[config.mk]
export PLATFORM = sky130hd
export DESIGN_NAME = ehgu_fifo_ctrl
export DESIGN_NICKNAME = d
export VERILOG_FILES = /design/src/rtl/ehgu_fifo_out_buf.sv /design/src/rtl/ehgu_fifo_ctrl.sv
export SDC_FILE = /design/constraint.sdc
export NUM_CORES = 1
export LEC_CHECK = 0
export ABC_AREA = 1
export BUFFER_PORTS_ARGS = -buffer_cell sky130_fd_sc_hd__buf_2
export CORE_MARGIN = 3
export CORE_UTILIZATION = 55
export CTS_BUF_LIST = sky130_fd_sc_hd__clkbuf_4
export CTS_CLUSTER_DIAMETER = 100
export DETAILED_ROUTE_END_ITERATION = 16
export GPL_ROUTABILITY_DRIVEN = 0
export PLACE_DENSITY = 0.82
export SYNTH_ARGS = -nofsm -noshare
export SYNTH_HDL_FRONTEND = slang
export SYNTH_SLANG_ARGS = --single-unit
[constraint.sdc]
create_clock -name clk -period 5.15 [get_ports clk]
set_input_delay 0.515 -clock clk [delete_from_list [all_inputs] [get_ports clk]]
set_output_delay 0.515 -clock clk [all_outputs]
set_load 0.01 [all_outputs]
[src/rtl/ehgu_fifo_out_buf.sv]
// rtl/ehgu_fifo_out_buf.sv - 2-entry register queue holding RAM read data in front of the output port
module ehgu_fifo_out_buf #(
  parameter int WIDTH = 8
) (
  input  logic             clk,
  input  logic             rst,
  input  logic             push_i,
  input  logic [WIDTH-1:0] push_data_i,
  input  logic             pop_i,
  output logic             out_valid_o,
  output logic [WIDTH-1:0] out_data_o,
  output logic [1:0]       cnt_o
);

  logic [1:0][WIDTH-1:0] mem_q, mem_d;
  logic                  head_q, head_d;
  logic [1:0]            cnt_q, cnt_d;
  logic                  tail;

  always_comb begin
    mem_d  = mem_q;
    head_d = head_q;
    cnt_d  = cnt_q;
    // Tail is taken from the pre-pop state so a simultaneous push/pop keeps order.
    tail   = head_q ^ cnt_q[0];
    if (push_i) mem_d[tail] = push_data_i;
    if (pop_i)  head_d = ~head_q;
    case ({push_i, pop_i})
      2'b10:   cnt_d = cnt_q + 2'd1;
      2'b01:   cnt_d = cnt_q - 2'd1;
      default: cnt_d = cnt_q;
    endcase
  end

  always_ff @(posedge clk) begin
    if (rst) begin
      mem_q  <= '0;
      head_q <= 1'b0;
      cnt_q  <= 2'd0;
    end else begin
      mem_q  <= mem_d;
      head_q <= head_d;
      cnt_q  <= cnt_d;
    end
  end

  assign out_valid_o = (cnt_q != 2'd0);
  assign out_data_o  = mem_q[head_q];
  assign cnt_o       = cnt_q;

endmodule

[src/rtl/ehgu_fifo_ctrl.sv]
// rtl/ehgu_fifo_ctrl.sv - show-ahead FIFO controller over a 1-cycle-latency dual-port RAM
module ehgu_fifo_ctrl #(
  parameter int DEPTH = 3,
  parameter int WIDTH = 8,
  localparam int AW = $clog2(DEPTH),
  localparam int CW = $clog2(DEPTH + 3)
) (
  input  logic             clk,
  input  logic             rst,
  input  logic             in_valid,
  output logic             in_ready,
  input  logic [WIDTH-1:0] in_data,
  output logic             out_valid,
  input  logic             out_ready,
  output logic [WIDTH-1:0] out_data,
  output logic             ram_wenable,
  output logic [AW-1:0]    ram_waddr,
  output logic [WIDTH-1:0] ram_wdata,
  output logic             ram_renable,
  output logic [AW-1:0]    ram_raddr,
  input  logic [WIDTH-1:0] ram_rdata,
  output logic [CW-1:0]    count
);

  logic [AW-1:0] wptr_q, wptr_d;
  logic [AW-1:0] rptr_q, rptr_d;
  logic [CW-1:0] ram_cnt_q, ram_cnt_d;
  logic          rd_pend_q;
  logic [1:0]    buf_cnt;
  logic          push, pop, issue;
  logic [2:0]    buf_occ;

  ehgu_fifo_out_buf #(.WIDTH(WIDTH)) u_out_buf (
    .clk         (clk),
    .rst         (rst),
    .push_i      (rd_pend_q),
    .push_data_i (ram_rdata),
    .pop_i       (pop),
    .out_valid_o (out_valid),
    .out_data_o  (out_data),
    .cnt_o       (buf_cnt)
  );

  assign in_ready = !rst && (ram_cnt_q != CW'(DEPTH));
  assign push     = in_valid && in_ready;
  assign pop      = out_valid && out_ready;

  // Slots already spoken for in the output buffer, including the read in flight.
  assign buf_occ  = {1'b0, buf_cnt} + {2'b00, rd_pend_q};
  assign issue    = !rst && (ram_cnt_q != '0) && (buf_occ < (3'd2 + {2'b00, pop}));

  always_comb begin
    wptr_d    = wptr_q;
    rptr_d    = rptr_q;
    ram_cnt_d = ram_cnt_q + {{(CW-1){1'b0}}, push} - {{(CW-1){1'b0}}, issue};
    if (push) wptr_d = (wptr_q == AW'(DEPTH - 1)) ? '0 : wptr_q + AW'(1);
    if (issue) rptr_d = (rptr_q == AW'(DEPTH - 1)) ? '0 : rptr_q + AW'(1);
  end

  always_ff @(posedge clk) begin
    if (rst) begin
      wptr_q    <= '0;
      rptr_q    <= '0;
      ram_cnt_q <= '0;
      rd_pend_q <= 1'b0;
    end else begin
      wptr_q    <= wptr_d;
      rptr_q    <= rptr_d;
      ram_cnt_q <= ram_cnt_d;
      rd_pend_q <= issue;
    end
  end

  assign ram_wenable = push;
  assign ram_waddr   = wptr_q;
  assign ram_wdata   = in_data;
  assign ram_renable = issue;
  assign ram_raddr   = rptr_q;
  assign count       = ram_cnt_q + {{(CW-1){1'b0}}, rd_pend_q} + {{(CW-2){1'b0}}, buf_cnt};

endmodule

==> flow_metrics.tcl <==
set metrics [dict create \
    crit_type "flop to primary output" \
    path_delay_family "adder cells" \
    die_h_microns 56.88 \
    io_pins 47 \
    setup_viol 0 \
    p_leak_nw 0.7170 \
    cts_hold_repair.buffers 0 \
    status "completed" \
    fillers 220 \
    fin_util_pct 65.24 \
    synth.top_cells.by_count "inv_1, dfxtp_1, o21ai_0" \
    fin_crit_sh_pct 47.36 \
    syn2layout_area_growth_pct 7.205 \
    antenna_found_initial 0 \
    syn_inst 183 \
    seq_area_frac_synth_pct 37.96 \
    antenna_cells 0 \
    crit_buf_inv 3 \
    synth_edf_count 0 \
    viasPerCell 5.121 \
    grt_pass1_wl_mm 4.809 \
    holdWs_ns 0.3996 \
    drt_iter0_drc 26 \
    hold_depth 2 \
    cpMaxStageDelayCell "dfxtp_1" \
    grt_usage_pct 18.36 \
    synthFlopType "dfxtp_1" \
    cts_root_buffer "clkbuf_4" \
    seqCellArea_sq_um 540.5 \
    synth_area_leaders "dfxtp_1, inv_1, o21ai_0" \
    grt_max_degree 26 \
    dieArea_sq_mm 0.003235 \
    drv_cap 0 \
    clockBufferDepth 2 \
    reg2reg_depth 14 \
    grt_pass1_vias 1161 \
    start_kind "flop" \
    critPathRequiredTime_ns 4.64 \
    dp_hpwl_mm 2.032 \
    start_util_pct 60.86 \
    end_kind "primary output" \
    syn_nets 211 \
    cts_tree "yes" \
    ir_drop_mv 0.3916 \
    fin_nets 232 \
    synth_area_per_cell_sq_um 7.781 \
    worst-path-stages 5 \
    post-cts-setup-buffers 0 \
    synth_area_sq_mm 0.001424 \
    total_power_mw 0.8786 \
    fin_skew_ns 0.009046 \
    path_cells "inv_1, fa_1, inv_1, fa_1, buf_2" \
    wl_mm 2.666 \
    yosysMostFrequentCell "inv_1" \
    rsz0062_at_grt "no" \
    slew_headroom_pct 62.02 \
    arrival_ns 1.92 \
    period_needed_ns 2.439 \
    synth_top_area_share_pct 37.96 \
    synth_warnings 0 \
    synth_top_area_cell "dfxtp_1" \
    fmax_ghz 0.4100 \
    port_buffers 30 \
    rows 17 \
    cts_resized 0 \
    clkLatencyLatePin_ns 0.32 \
    multiInputGateArea_sq_um 635.6 \
    async_reset_ff_share_pct 0 \
    layout-drive-gt1-share_pct 24.63 \
    cts_sinks 27 \
    post_drt_wl_per_cell_microns 11.54 \
    tightest_slew_ns 0.5689 \
    worstPathMaxFanout 4 \
    htreeDepth 1 \
    critical_path.max_stage_delay_ns 0.46 \
    power.density_mw_per_mm2 575.6 \
    drc 0 \
    finalMaxSlewViolations 0 \
    core_sq_mm 0.002340 \
    drtAntennaViolNets 0 \
    hold_viol 0 \
    ys_seq_elements 27 \
    num_vias 1183 \
    setup_tns_ns 0 \
    drt_pre_antenna_iters 4 \
    die_x_microns 56.88 \
    ys_types 27 \
    clk_pin_slew_ns 0.14 \
    hold_class "input pin to flop" \
    numCtsBuffers 3 \
    grt_overflow 0 \
]
layout make-up:
class                   instances  area share [%]
multi-input cells             106           41.64
flip-flops and latches         27           35.41
repair buffers                 30           9.836
inverters                      36           8.853
well taps                      28           2.295
clock buffers                   4           1.967
final timing paths:
kind | slack [ns] | to | start
worst max-delay path | 2.71 | count[1] | rd_pend_q$_SDFF_PP0_
worst min register to register | 0.46 | u_out_buf.mem_q[1]$_SDFFE_PP0P_ | u_out_buf.mem_q[1]$_SDFFE_PP0P_
worst min-delay path | 0.40 | ram_cnt_q[1]$_SDFF_PP0_ | rst
worst max register to register | 2.75 | ram_cnt_q[2]$_SDFF_PP0_ | u_out_buf.cnt_o[0]$_SDFFE_PP0P_
registers in the layout, indices dropped and copies added (netlist names):
| name | flops |
|---|---|
| u_out_buf.mem_q | 16 |
| ram_cnt_q | 3 |
| ram_waddr | 2 |
| ram_raddr | 2 |
| u_out_buf.head_q | 1 |
| u_out_buf.cnt_o | 2 |
| rd_pend_q | 1 |
metal layers:
metal / vias to the layer above / part of all wire [%] / global-route usage, %
li1: 607 / - / -
met1: 535 / 42 / 20.79
met2: 37 / 51 / 32.46
met3: 4 / 5.1 / 4.828
met4: 0 / 1.5 / 6.954
met5: - / 0 / 0
layout by cell type (no fill, tap or decap):
cell type,netlist,final
a21oi_2,2,2
nand2_4,2,2
buf_2,2,30
xor2_1,1,1
dfxtp_1,27,27
nor2_1,11,11
inv_1,34,34
and2_1,1,1
nand3_1,4,4
a21oi_1,20,20
nand3_2,2,2
clkbuf_4,0,4
nand2_2,4,4
or2_2,1,1
ha_1,5,5
a31oi_1,1,1
fa_1,3,3
o21ai_1,1,1
inv_2,2,2
o21ai_0,24,24
o21ai_2,3,3
o21a_1,1,1
nand2_1,19,19
xnor2_1,1,1
power breakdown:
| group | leakage (nW) | internal [mW] | switching [mW] | total [mW] |
|---|---|---|---|---|
| Clock | 0.0184 | 0.0356 | 0.0599 | 0.0955 |
| Combinational | 0.477 | 0.175 | 0.262 | 0.438 |
| Sequential | 0.222 | 0.281 | 0.0650 | 0.346 |
| Total | 0.717 | 0.491 | 0.387 | 0.879 |
per-stage QoR:
stage	cell area [sq um]	setup slack, ns	instances
finish	1526	2.711	231
global route	1526	2.466	231
CTS	1526	2.677	231
detailed placement	1496	2.775	227
global placement	1496	2.901	227
floorplan	1424	2.929	183
kinds of logic after synthesis:
| group | after synthesis | share of synthesized area, % |
|---|---|---|
| compound gates | 52 | 19.86 |
| buf+inv | 50 | 17.40 |
| simple gates | 44 | 14.94 |
| flops | 27 | 37.96 |
| fa+ha+maj | 8 | 8.612 |
| xor+xnor | 2 | 1.230 |
(Power assumes the default switching activity.)
